**config.mk**
```make
export PLATFORM = sky130hd
export DESIGN_NAME = spi_frame_counter
export DESIGN_NICKNAME = d
export VERILOG_FILES = /design/src/rtl/spi_frame_counter_pkg.sv /design/src/rtl/spi_frame_counter_bit_cnt.sv /design/src/rtl/spi_frame_counter.sv
export SDC_FILE = /design/constraint.sdc
export NUM_CORES = 1
export LEC_CHECK = 0
export CAP_MARGIN = 20
export CORE_ASPECT_RATIO = 0.7
export CORE_MARGIN = 2
export CORE_UTILIZATION = 50
export CTS_CLUSTER_DIAMETER = 60
export DETAILED_ROUTE_END_ITERATION = 16
export PLACE_DENSITY = 0.79
export SYNTH_ARGS = -nofsm -noshare
export SYNTH_HDL_FRONTEND = slang
export SYNTH_SLANG_ARGS = --single-unit
```
**constraint.sdc**
```tcl
create_clock -name clk -period 2.7 [get_ports clk]
set_input_delay 0.54 -clock clk [delete_from_list [all_inputs] [get_ports clk]]
set_output_delay 0.54 -clock clk [all_outputs]
set_load 0.01 [all_outputs]
```
**src/rtl/spi_frame_counter_pkg.sv**
```systemverilog
// Shared definitions for the SPI bit/word/frame sequencer.
package spi_frame_counter_pkg;

    localparam int DEF_MAX_WORD_LEN = 32;
    localparam int DEF_MAX_WORDS    = 16;

    typedef enum logic {
        ST_IDLE = 1'b0,
        ST_RUN  = 1'b1
    } state_e;

endpackage

```
**src/rtl/spi_frame_counter_bit_cnt.sv**
```systemverilog
// Bit position counter: wraps at the latched word length and strobes on the wrap.
module spi_bit_cnt #(
    parameter int LEN_W = 5
) (
    input  logic             clk,
    input  logic             rst_n,
    input  logic             clr_i,
    input  logic             adv_i,
    input  logic [LEN_W-1:0] len_m1_i,
    output logic [LEN_W-1:0] cnt_o,
    output logic             wrap_o
);

    logic [LEN_W-1:0] cnt_q;
    logic [LEN_W-1:0] cnt_d;
    logic             at_end;

    assign at_end = (cnt_q == len_m1_i);

    always_comb begin
        cnt_d = cnt_q;
        if (clr_i) begin
            cnt_d = '0;
        end else if (adv_i) begin
            cnt_d = at_end ? '0 : cnt_q + 1'b1;
        end
    end

    always_ff @(posedge clk or negedge rst_n) begin
        if (!rst_n) begin
            cnt_q <= '0;
        end else begin
            cnt_q <= cnt_d;
        end
    end

    assign cnt_o  = cnt_q;
    assign wrap_o = adv_i & ~clr_i & at_end;

endmodule

```
**src/rtl/spi_frame_counter.sv**
```systemverilog
// SPI master sequencer: counts SCLK sampling edges into words and frames,
// supplies the shifter bit index and word/frame completion pulses.
//   state   | meaning
//   ST_IDLE | no frame; edges ignored, waiting for Start with EnCount
//   ST_RUN  | frame in progress; edges advance bit/word counters
module spi_frame_counter
    import spi_frame_counter_pkg::*;
#(
    parameter  int MAX_WORD_LEN = DEF_MAX_WORD_LEN,
    parameter  int MAX_WORDS    = DEF_MAX_WORDS,
    localparam int LEN_W        = $clog2(MAX_WORD_LEN),
    localparam int WCNT_W       = (MAX_WORDS > 1) ? $clog2(MAX_WORDS) : 1
) (
    input  logic              clk,
    input  logic              rst_n,
    input  logic              EnCount,
    input  logic              Start,
    input  logic [LEN_W-1:0]  WordLenM1,
    input  logic [WCNT_W-1:0] NumWordsM1,
    input  logic              LsbFirst,
    input  logic              SCLKEdgeFlg,
    output logic [LEN_W-1:0]  BitIdx,
    output logic [WCNT_W-1:0] WordIdx,
    output logic              LastBit,
    output logic              WordFlg,
    output logic              FrameFlg,
    output logic              Busy
);

    state_e              state_q, state_d;
    logic [LEN_W-1:0]    len_m1_q, len_m1_d;
    logic [WCNT_W-1:0]   num_m1_q, num_m1_d;
    logic                lsb_q, lsb_d;
    logic [WCNT_W-1:0]   word_idx_q, word_idx_d;
    logic                word_flg_q, word_flg_d;
    logic                frame_flg_q, frame_flg_d;

    logic                running;
    logic                start_ok;
    logic                abort;
    logic                edge_run;
    logic                bit_wrap;
    logic                last_word;
    logic [LEN_W-1:0]    bit_cnt;

    assign running   = (state_q == ST_RUN);
    assign start_ok  = ~running & Start & EnCount;
    assign abort     = running & ~EnCount;
    assign edge_run  = running & EnCount & SCLKEdgeFlg;
    assign last_word = (word_idx_q == num_m1_q);

    // Counter is held clear in IDLE so a new frame always begins at bit 0.
    spi_bit_cnt #(
        .LEN_W (LEN_W)
    ) u_bit_cnt (
        .clk      (clk),
        .rst_n    (rst_n),
        .clr_i    (abort | ~running),
        .adv_i    (edge_run),
        .len_m1_i (len_m1_q),
        .cnt_o    (bit_cnt),
        .wrap_o   (bit_wrap)
    );

    always_comb begin
        state_d     = state_q;
        len_m1_d    = len_m1_q;
        num_m1_d    = num_m1_q;
        lsb_d       = lsb_q;
        word_idx_d  = word_idx_q;
        word_flg_d  = 1'b0;
        frame_flg_d = 1'b0;
        unique case (state_q)
            ST_IDLE: begin
                word_idx_d = '0;
                if (start_ok) begin
                    state_d  = ST_RUN;
                    len_m1_d = WordLenM1;
                    num_m1_d = NumWordsM1;
                    lsb_d    = LsbFirst;
                end
            end
            ST_RUN: begin
                if (abort) begin
                    state_d    = ST_IDLE;
                    word_idx_d = '0;
                end else if (bit_wrap) begin
                    word_flg_d = 1'b1;
                    if (last_word) begin
                        frame_flg_d = 1'b1;
                        state_d     = ST_IDLE;
                        word_idx_d  = '0;
                    end else begin
                        word_idx_d = word_idx_q + 1'b1;
                    end
                end
            end
            default: state_d = ST_IDLE;
        endcase
    end

    always_ff @(posedge clk or negedge rst_n) begin
        if (!rst_n) begin
            state_q     <= ST_IDLE;
            len_m1_q    <= '0;
            num_m1_q    <= '0;
            lsb_q       <= 1'b0;
            word_idx_q  <= '0;
            word_flg_q  <= 1'b0;
            frame_flg_q <= 1'b0;
        end else begin
            state_q     <= state_d;
            len_m1_q    <= len_m1_d;
            num_m1_q    <= num_m1_d;
            lsb_q       <= lsb_d;
            word_idx_q  <= word_idx_d;
            word_flg_q  <= word_flg_d;
            frame_flg_q <= frame_flg_d;
        end
    end

    assign Busy     = running;
    assign WordIdx  = word_idx_q;
    assign WordFlg  = word_flg_q;
    assign FrameFlg = frame_flg_q;
    assign LastBit  = running & (bit_cnt == len_m1_q);
    assign BitIdx   = ~running ? '0 : (lsb_q ? bit_cnt : len_m1_q - bit_cnt);

endmodule

```
After elaboration in Yosys (flattened, before gate mapping)
Cells that the tools add are included.
W data, S select, Z words.
{"block": "word_totals", "input_bits": 15, "mem_bits_ro": 0, "latchBits": 0, "register_bits": 22, "word_cells": 49, "out_inout_bits": 13, "mem_count": 0, "mem_bits_rw": 0}
{"block": "op_classes", "muxes": 21, "add_sub_neg": 3, "bitwise_logic": 12, "n_reduce_logical": 2, "div_mod_pow": 0, "multipliers": 0, "eq_ne": 3, "magnitude_cmp": 0, "shifts": 0}
{"op": "$mux W5", "count": 5}
{"op": "$mux W4", "count": 3}
{"op": "$mux W1", "count": 11}
{"op": "$and A1 B1 Y1", "count": 8}
{"op": "$pmux W4 S2", "count": 1}
{"op": "$add A5 B1 Y5 const B", "count": 1}
{"op": "$eq A5 B5 Y1", "count": 1}
{"op": "$sub A5 B5 Y5", "count": 1}
{"op": "$add A4 B1 Y4 const B", "count": 1}
{"op": "$eq A4 B4 Y1", "count": 1}
{"op": "$ne A3 B1 Y1 const B", "count": 1}
{"op": "$not A1 Y1", "count": 3}
{"op": "$pmux W1 S2", "count": 1}
{"op": "$reduce_and A2 Y1", "count": 1}
{"op": "$reduce_bool A2 Y1", "count": 1}
{"op": "$or A1 B1 Y1", "count": 1}

Depth between registers and ports, before layout
Gate-level depths: netlist (run 1).
{"block": "logic_depth", "word_depth": 9, "depth_mapped": 7, "mapped_depth_nobuf": 7}

By module
From an unflattened synthesis (run 1), not the netlist that was laid out.
{"block": "hier_totals", "hier_cells": 141, "area_unflattened_um2": 1417.6}
{"mod": "spi_frame_counter", "area_per_inst_um2": 1048.5, "cells_per_inst": 102, "n_inst": 1, "seq_area_each_um2": 425.4}
{"mod": "spi_bit_cnt", "area_per_inst_um2": 369.1, "cells_per_inst": 39, "n_inst": 1, "seq_area_each_um2": 125.1}

Least setup slack after synthesis (run 1)
No wires, ideal clock.
{"block": "synth_path", "kind": "reg2out", "start": "reg u_bit_cnt.cnt_q[0] (netlist: u_bit_cnt.cnt_o[0])", "end": "out BitIdx[4]", "n_path_buf": 0, "path_stages_with_launch": 7, "slack_ps": 349, "t_required_ps": 2160, "arrival_ps": 1811, "path_cell_list": "dfrtp_1 -> ha_1 -> fa_1 -> nand2b_1 -> a21oi_1 -> mux2i_1 -> mux2i_1"}
{"block": "synth_between", "elab_chain_len": 3}
{"element": "start, declared", "line_no": "spi_frame_counter_bit_cnt.sv:14", "source": "logic [LEN_W-1:0] cnt_q;"}
{"element": "start signal, assigned", "line_no": "spi_frame_counter_bit_cnt.sv:33", "source": "cnt_q <= cnt_d;"}
{"element": "$sub A5 B5 Y5", "line_no": "spi_frame_counter.sv:127", "source": "assign BitIdx = ~running ? '0 : (lsb_q ? bit_cnt : len_m1_q - bit_cnt);"}
{"element": "$mux W5 (2 in a row)", "line_no": "spi_frame_counter.sv:127"}
{"element": "end, declared", "line_no": "spi_frame_counter.sv:22", "source": "output logic [LEN_W-1:0] BitIdx,"}
Every way passes these cells.

Worst setup path in the final report (run 1)
{"block": "layout_path", "start": "reg len_m1_q[0]", "end": "out BitIdx[4]"}
{"block": "layout_between", "elab_chain_len": 3}
{"element": "start, declared", "line_no": "spi_frame_counter.sv:31", "source": "logic [LEN_W-1:0] len_m1_q, len_m1_d;"}
{"element": "start signal, assigned", "line_no": "spi_frame_counter.sv:113", "source": "len_m1_q <= len_m1_d;"}
{"element": "$sub A5 B5 Y5", "line_no": "spi_frame_counter.sv:127"}
{"element": "$mux W5 (2 in a row)", "line_no": "spi_frame_counter.sv:127"}
Every way passes these cells.

==> results.cfg, run 1 <==
[status]
outcome = completed

[synthesis]
synth_nets = 150
synth_edf_count = 0
yosysWarnings = 0
syn_area_mm2 = 0.00128
synth_cell_type_count = 37
synth_cells = 128
synth_top_cell_area_share_pct = 42.8
yosys-top-cells-area = dfrtp_1, mux2_2, ha_1
ys.flop_type = dfrtp_1
avgSynthCellArea_um2 = 10.0
async_flop_share_pct = 100
synth-seq-area-share_pct = 42.8
yosysTopAreaCell = dfrtp_1
yosys_register_bits = 22

[cts]
cts_tree = built
clockBufferDepth = 2
cts-hold-fix-buffers = 0
cts-root-buf = clkbuf_8
cts_sinks = 22
htree_levels = 1
insertion_delay_ns = 0.26
path_clk_slew_ns = 0.07
cts_buffers = 3

[timing]
slew_violations = 0
worst_slew_pin_slew_ns = 0.522
grt_setup_unrepaired = true
tns_ns = 0
fin_worst_skew_ns = 0.00346
fin_hold_ws_ns = 0.523
post-route-period-util_pct = 97.8
fmax_mhz = 379
setup_violations = 0
hold_viol_final = 0
period_needed_ns = 2.64
relSlewSlack_pct = 65.1

[global_route]
grt_pass1_wl_um = 4790
antenna_found_initial = 0
overflow = 0
grt_max_degree = 23
grt_usage_pct = 22.0
grt_pass1_vias = 981

[route]
ant_nets = 0
vias = 1078
dr.pass1.iters = 4
drtIter0Drc = 76
routed_via_density = 5.47
wire_per_inst_um = 14.5
wirelength_um = 2850
drcViolationCount = 0

[final_layout]
fill_cells = 199
drive_gt1_share_pct = 17.8
areaGrowthSynthToFinish_pct = 32.4
diodes = 0
multi_input_area_um2 = 712
register_area_um2 = 551
finalInstanceArea_mm2 = 0.00170
finalNonFillerCells = 197
final_core_util_pct = 69.2
nets = 187

[power_and_ir_drop]
p_leak_nw = 0.766
powerDensity_mw_per_mm2 = 498
vdd_drop_max_mv = 0.410

[floorplan]
dieHeight_um = 46.4
core_area_mm2 = 0.00246
dieArea_mm2 = 0.00300
core.rowCount = 15
fp.dieW_um = 64.6
io_pins = 28
initial_core_util_pct = 52.3

[critical_path]
cp-end-kind = output pin
start_kind = flop
worstPathRequired_ns = 2.16
critPathMostFrequentCell = mux2i_1
worstSetupPathType = flop to output pin
cp_max_fo = 2
crit_slowest_cell = dfrtp_1
cp_slowest_stage_delay_ns = 0.35
path_cells = inv_1, ha_1, fa_2, nand2b_1, a21oi_2, mux2i_1, mux2i_1, buf_2
crit_arrival_ns = 2.10

[place]
hpwl_um = 2190
finalWeightedCongestion = 0.757
placed_cells = 193
port_buffers = 27
placed_cell_area_mm2 = 0.00164

[min_path]
hold_path.class = flop to flop

[run]
max-cap-violations = 0
-- worst max-delay path: cells and delay by family (launching register included) --
kind / cells / cell delay [ns]
DFF: 1 / 0.35
muxes: 2 / 0.43
buffers and inverters: 2 / 0.19
and+or+nand+nor: 1 / 0.17
adders and majority gates: 2 / 0.55
AOI/OAI and AO/OA: 1 / 0.15
-- what timing repair did --
| action | 4_1_cts | 5_1_grt |
|---|---|---|
| setup buffers | 0 | 1 |
| gates resized for setup | 7 | 4 |
| setup endpoints to repair | 3 | 4 |
-- area by class of cell --
cell class,instances,share of cell area (%)
clock buffers,3,2.43
repair buffers,35,19.1
well taps,34,2.50
multi-input cells,95,41.8
flip-flops and latches,22,32.4
inverters,8,1.76
-- worst paths after layout --
check	slack [ns]	depth (start not counted)	endpoint	startpoint
setup reg to reg	0.76	6	WordIdx[3]	u_bit_cnt.cnt_o[2]
hold / removal	0.52	1	len_m1_q[0]	len_m1_q[0]
setup / recovery	0.06	8	BitIdx[4]	len_m1_q[0]
hold reg to reg	0.52	1	len_m1_q[0]	len_m1_q[0]
min in group asynchronous	0.62	2	Busy	rst_n
max in group asynchronous	1.87	2	len_m1_q[3]	rst_n
-- through the flow --
step | total power [mW] | setup WS [ns]
3_5_place_dp | 0.645 | -0.112
5_1_grt | 0.899 | -0.0642
3_3_place_gp | 0.634 | -0.0716
2_1_floorplan | 0.550 | 0.349
4_1_cts | 0.842 | 0.0201
6_report | 0.847 | 0.0598
-- cells in the mapped netlist, types with 2 or more instances --
| cell | count |
|---|---|
| and2_1 | 4 |
| nand3b_1 | 2 |
| nor3_1 | 2 |
| nor2b_1 | 2 |
| nor2_1 | 9 |
| o21ai_0 | 8 |
| nand2_1 | 11 |
| mux2i_1 | 2 |
| a211o_1 | 3 |
| nand3_1 | 6 |
| inv_1 | 8 |
| nand2b_1 | 3 |
| and3_1 | 3 |
| mux2_2 | 10 |
| ha_1 | 6 |
| clkbuf_1 | 2 |
| dfrtp_1 | 22 |
| xnor2_1 | 5 |
| a21oi_1 | 2 |
-- report_power, final --
group / total [mW] / internal (mW) / switching [mW]
clock: 0.200 / 0.0996 / 0.101
sequential: 0.401 / 0.365 / 0.0361
combinational: 0.246 / 0.134 / 0.111
total: 0.847 / 0.599 / 0.248
-- layer usage --
metal | wire length (um) | vias up | track usage [%]
met2 | 1290 | 27 | 34.8
met1 | 1380 | 522 | 30.0
li1 | - | 523 | -
met4 | 41 | 0 | 7.23
met5 | 0 | - | 0
met3 | 143 | 6 | 5.87
-- cell usage in the layout, fill, tap and decap left out, types with 2 or more instances in the layout --
master	count
clkdlybuf4s50_1	23
nand2_1	11
nor3_1	2
mux2_2	10
a211o_1	3
mux2i_1	2
nand2b_1	3
ha_1	5
o21ai_0	8
buf_4	8
and2_1	4
inv_1	8
and3_1	3
dfrtp_1	22
clkbuf_8	3
nor2b_1	2
dlygate4sd2_1	2
nand3_1	6
nand3b_1	2
nor2_1	9
xnor2_1	5
-- state kept, by name (all words and copies together), names as in the netlist --
name             count
len_m1_q             5
u_bit_cnt.cnt_o      5
WordIdx              4
num_m1_q             4
Busy                 1
FrameFlg             1
WordFlg              1
lsb_q                1
-- cells by family after synthesis --
group,count (synthesis),share of synthesized area [%]
and+or+nand+nor,47,18.9
adders and majority gates,7,7.40
buffers and inverters,11,3.31
xor gates and xnor gates,7,5.36
AOI/OAI and AO/OA,22,11.9
muxes,12,10.3
DFF,22,42.8
Power figures use the tool's default switching activity.
==> run 2, diff against run 1 <==
Settings changed: CORE_ASPECT_RATIO 0.7 to not set.
==> run 2 against run 1 <==
  * Setup slack worse by 0.058 ns
  * Combinational power about the same
  * Sequential cell count stayed put
  * Wire length fell by 0.35%
  * Core utilization grew 0.41 points
  * Sequential share of layout area is 0.14 points lower
  * Design area increased by 0.44%
  * Power up 7.0%
  * Critical path depth unchanged
  * First-iteration DRC count down 88%
  * Die area fell by 0.21%
==> results.cfg, run 2 (same netlist as run 1, synthesis figures left out) <==
[floorplan]
dieArea_mm2 = 0.00299
fp.dieW_um = 54.7
initial_core_util_pct = 52.3
dieHeight_um = 54.7
core.rowCount = 18
core_area_mm2 = 0.00245
io_pins = 28

[min_path]
hold_depth = 1
min_from = len_m1_q[3]
hold_path.class = flop to flop
hold_end = len_m1_q[3]

[critical_path]
worstPathRequired_ns = 2.16
critPathMostFrequentCell = mux2i_1
worstSetupPathType = flop to output pin
start_kind = flop
worst_r2r_startpoint = u_bit_cnt.cnt_o[2]
worst-r2r-cell-count = 7
crit_arrival_ns = 2.16
rr_endpoint = WordIdx[3]
crit_slowest_cell = dfrtp_1
ff2ff_setup_slack_ns = 0.73
cp-end-kind = output pin
cp_slowest_stage_delay_ns = 0.37
crit_family = adder cells
cp_max_fo = 2
crit_buf_inv = 2
path_cells = inv_1, ha_2, fa_2, nand2b_4, a21oi_2, mux2i_1, mux2i_1, buf_2

[timing]
setup_violations = 0
slew_violations = 0
worst_slew_pin_slew_ns = 0.490
fin_worst_skew_ns = 0.00622
grt_setup_unrepaired = true
relSlewSlack_pct = 67.2
period_needed_ns = 2.70
post-route-period-util_pct = 99.9
fmax_mhz = 371
hold_viol_final = 0

[power_and_ir_drop]
power.switching_uw = 254
powerDensity_mw_per_mm2 = 531
pwr-share-clk_pct = 28.1
total_power_uw = 907
sw_frac_of_total_pct = 28.1
vdd_drop_max_mv = 0.407
comb_power_share_pct = 27.0
p_leak_nw = 0.770
power.internal_uw = 653
seq_power_share_pct = 45.0

[route]
vias = 1071
routed_via_density = 5.52
drcViolationCount = 0
drtIter0Drc = 9
dr.pass1.iters = 4
ant_nets = 0
wirelength_um = 2840
wire_per_inst_um = 14.7

[cts]
cts_tree = built
path_clk_slew_ns = 0.12
insertion_delay_ns = 0.31
htree_levels = 1
cts_buffers = 3
cts-root-buf = clkbuf_4
clockBufferDepth = 2
cts-hold-fix-buffers = 0
cts_sinks = 22

[final_layout]
finalInstanceArea_mm2 = 0.00171
areaGrowthSynthToFinish_pct = 33.0
diodes = 0
layout_common_cells = dfrtp_1, clkdlybuf4s50_1, nand2_1
nets = 187
drive_gt1_share_pct = 20.7
fill_cells = 190

[place]
hpwl_um = 2080
placed_cell_area_mm2 = 0.00163
port_buffers = 27
finalWeightedCongestion = 0.820

[global_route]
antenna_found_initial = 0
overflow = 0
grt_max_degree = 23
grt_pass1_vias = 1074
grt_usage_pct = 20.7
grt_pass1_wl_um = 4380

[status]
outcome = completed

[run]
max-cap-violations = 0
## run 2: worst reg2reg max path, stage by stage, from the launching register on
cell	delay [ns]
dfrtp_1	0.37
inv_1	0.10
ha_4	0.30
buf_4	0.12
and4_2	0.25
nand3_1	0.22
a2111oi_2	0.42
a211o_1	0.15
## run 2: layout make-up
type / instances / area [um^2] / area share (%)
clock buffers: 3 / 22.5 / 1.32
clock inverters: 1 / 30.0 / 1.76
inverters: 8 / 30.0 / 1.76
multi-input cells: 95 / 722 / 42.2
flip-flops and latches: 22 / 551 / 32.2
well taps: 30 / 37.5 / 2.20
repair buffers: 35 / 317 / 18.5
## run 2: worst max-delay path by stage
| stage | from | to | slack (ns) | cells past startpoint |
|---|---|---|---|---|
| floorplan | u_bit_cnt.cnt_o[0] | BitIdx[4] | 0.35 | 6 |
| global placement | len_m1_q[0] | BitIdx[4] | -0.06 | 8 |
| detailed placement | len_m1_q[0] | BitIdx[4] | -0.17 | 8 |
| CTS | len_m1_q[0] | BitIdx[4] | -0.08 | 8 |
| global route | len_m1_q[0] | BitIdx[4] | -0.11 | 8 |
| finish | len_m1_q[0] | BitIdx[4] | 0.002 | 8 |
## run 2: what timing repair did
item | CTS | global route
gates resized for setup | 10 | 10
buffers inserted | 1 | 0
endpoints found under the hold margin | 0 | 0
pin swaps | 0 | 1
setup endpoints to repair | 5 | 4
## run 2: per-stage QoR
| stage | hold slack (ns) | setup slack [ns] | TNS (ns) | cells | utilization, % |
|---|---|---|---|---|---|
| CTS | 0.545 | -0.0825 | -0.0825 | 194 | 68.8 |
| global route | 0.561 | -0.110 | -0.110 | 194 | 69.6 |
| finish | 0.536 | 0.00227 | 0 | 194 | 69.6 |
| global placement | 0.491 | -0.0608 | -0.0608 | 189 | 66.5 |
| floorplan | 0.244 | 0.349 | 0 | 128 | - |
| detailed placement | 0.515 | -0.167 | -0.167 | 189 | 66.5 |
## run 2: power groups by stage
stage	Combinational (mW)	Sequential, mW	Clock [mW]
after floorplan	0.156	0.393	0
after global placement	0.226	0.408	0
after detailed placement	0.235	0.411	0
after CTS	0.235	0.405	0.258
after global routing	0.272	0.411	0.274
final	0.245	0.408	0.254
## run 2: metal layers
metal | global-route usage, % | vias to the layer above | wire (um)
met5 | 0 | - | 0
met4 | 7.50 | 0 | 38
met3 | 2.73 | 5 | 124
met2 | 40.3 | 28 | 1480
met1 | 22.3 | 514 | 1200
li1 | - | 524 | -
==> run 3, diff against run 2 <==
Settings changed: PLACE_DENSITY 0.79 to 0.78.
==> run 3 against run 2 <==
  * The run now ends with negative setup slack left
  * First-iteration DRC count grew 22%
  * Sequential power is essentially flat
  * Power shrank 6.7%
  * Non-clock buffer count is the same
  * Clock-buffer cell count grew 1
  * Die area is the same
  * Register-to-register slack is essentially flat
  * Clock power shrank 28%
  * Combinational power grew 5%
==> results.cfg, run 3 (same netlist as run 1, synthesis figures left out) <==
[status]
outcome = complete, but fails checks
violations = negative setup slack

[critical_path]
path_cells = inv_1, ha_2, fa_2, nand2b_4, a21oi_2, mux2i_1, mux2i_1, buf_2
crit_buf_inv = 2
worstSetupPathType = flop to output pin
cp_max_fo = 2
cp-end-kind = output pin
crit_family = adder cells
crit_slowest_cell = dfrtp_1
start_kind = flop
crit_arrival_ns = 2.22
critPathMostFrequentCell = mux2i_1
cp_slowest_stage_delay_ns = 0.37
worstPathRequired_ns = 2.16

[final_layout]
diodes = 0
layout_common_cells = dfrtp_1, clkdlybuf4s50_1, nand2_1
drive_gt1_share_pct = 20.7
nets = 187
areaGrowthSynthToFinish_pct = 31.8

[route]
drtIter0Drc = 11
vias = 1118
dr.pass1.iters = 4
wire_per_inst_um = 15.2
wirelength_um = 2950
routed_via_density = 5.76
ant_nets = 0
drcViolationCount = 0

[floorplan]
initial_core_util_pct = 52.3
core_area_mm2 = 0.00245
dieArea_mm2 = 0.00299
dieHeight_um = 54.7
io_pins = 28
core.rowCount = 18
fp.dieW_um = 54.7

[timing]
period_needed_ns = 2.76
hold_viol_final = 0
relSlewSlack_pct = 65.8
worst_slew_pin_slew_ns = 0.511
grt_setup_unrepaired = true
setup_violations = 1
setup_slack_ns = -0.0575
slew_violations = 0
fmax_mhz = 363
fin_worst_skew_ns = 0.00384
fin_hold_ws_ns = 0.534
post-route-period-util_pct = 102

[global_route]
grt_pass1_wl_um = 4860
grt_max_degree = 23
grt_pass1_vias = 1119
antenna_found_initial = 0
overflow = 0
grt_usage_pct = 22.8

[power_and_ir_drop]
power.switching_uw = 257
sw_frac_of_total_pct = 30.3
seq_power_share_pct = 48.0
total_power_uw = 846
p_leak_nw = 0.765
pwr-share-clk_pct = 21.5
powerDensity_mw_per_mm2 = 499
power.internal_uw = 590
comb_power_share_pct = 30.5
vdd_drop_max_mv = 0.464

[place]
port_buffers = 27
finalWeightedCongestion = 0.829
hpwl_um = 2250

[cts]
cts_buffers = 3
cts-hold-fix-buffers = 0
cts_sinks = 22
insertion_delay_ns = 0.31
clockBufferDepth = 2
cts_tree = built
htree_levels = 1
path_clk_slew_ns = 0.12
cts-root-buf = clkbuf_4

[run]
max-cap-violations = 0

[min_path]
hold_path.class = flop to flop
==> run 3: changes by cell type in the layout (fill, tap and decap cells not counted), sizes merged <==
cell / delta
clkbuf: +1
bufinv: -1
==> run 3: per-layer routing <==
| layer | vias up | part of all wire [%] | global-route usage (%) |
|---|---|---|---|
| met4 | 0 | 2.0 | 10.4 |
| met5 | - | 0 | 0 |
| met2 | 26 | 55 | 42.5 |
| met1 | 562 | 40 | 25.7 |
| li1 | 523 | - | - |
| met3 | 7 | 3.6 | 2.46 |
==> run 3: cell type report <==
class	instances	area, um^2
Clock buffer	4	36.3
Fill cell	206	761
Inverter	8	30.0
Multi-Input combinational cell	95	723
Sequential cell	22	551
Tap cell	30	37.5
Timing Repair Buffer	35	317
==> run 3: worst paths after layout <==
path / from / to / slack [ns] / cells after the start
max: len_m1_q[0] / BitIdx[4] / -0.06 / 8
min: len_m1_q[3] / len_m1_q[3] / 0.53 / 1
max reg2reg: u_bit_cnt.cnt_o[1] / WordIdx[3] / 0.72 / 7
min reg2reg: len_m1_q[3] / len_m1_q[3] / 0.53 / 1
max in group asynchronous: rst_n / num_m1_q[2] / 1.92 / 2
min in group asynchronous: rst_n / len_m1_q[0] / 0.57 / 2
==> run 3: repair_timing <==
| item | 4_1_cts | 5_1_grt |
|---|---|---|
| buffers inserted | 1 | 0 |
| setup endpoints to repair | 5 | 4 |
| pin swaps | 0 | 1 |
| gates resized for setup | 10 | 12 |
==> run 3: worst register-to-register path: stages (launching register included) <==
cell       delay [ns]
dfrtp_1          0.41
buf_4            0.15
inv_1            0.04
ha_1             0.29
and4_4           0.25
nand3_1          0.21
a2111oi_2        0.43
a211o_1          0.15
==> run 3: through the flow <==
step / instances / area (um^2) / utilization, % / TNS, ns / setup slack, ns
2_1_floorplan: 128 / 1280 / - / 0 / 0.349
3_3_place_gp: 189 / 1630 / 66.5 / -0.0622 / -0.0622
3_5_place_dp: 189 / 1630 / 66.5 / -0.162 / -0.162
4_1_cts: 194 / 1670 / 68.2 / -0.128 / -0.128
5_1_grt: 194 / 1690 / 69.0 / -0.126 / -0.126
6_report: 194 / 1690 / 69.0 / -0.0575 / -0.0575
==> run 3: power groups by stage <==
stage / Clock [mW] / Combinational (mW) / Sequential, mW
after global placement: 0 / 0.227 / 0.408
after floorplan: 0 / 0.156 / 0.393
final: 0.182 / 0.258 / 0.406
after CTS: 0.188 / 0.244 / 0.402
after detailed placement: 0 / 0.243 / 0.409
after global routing: 0.199 / 0.282 / 0.410
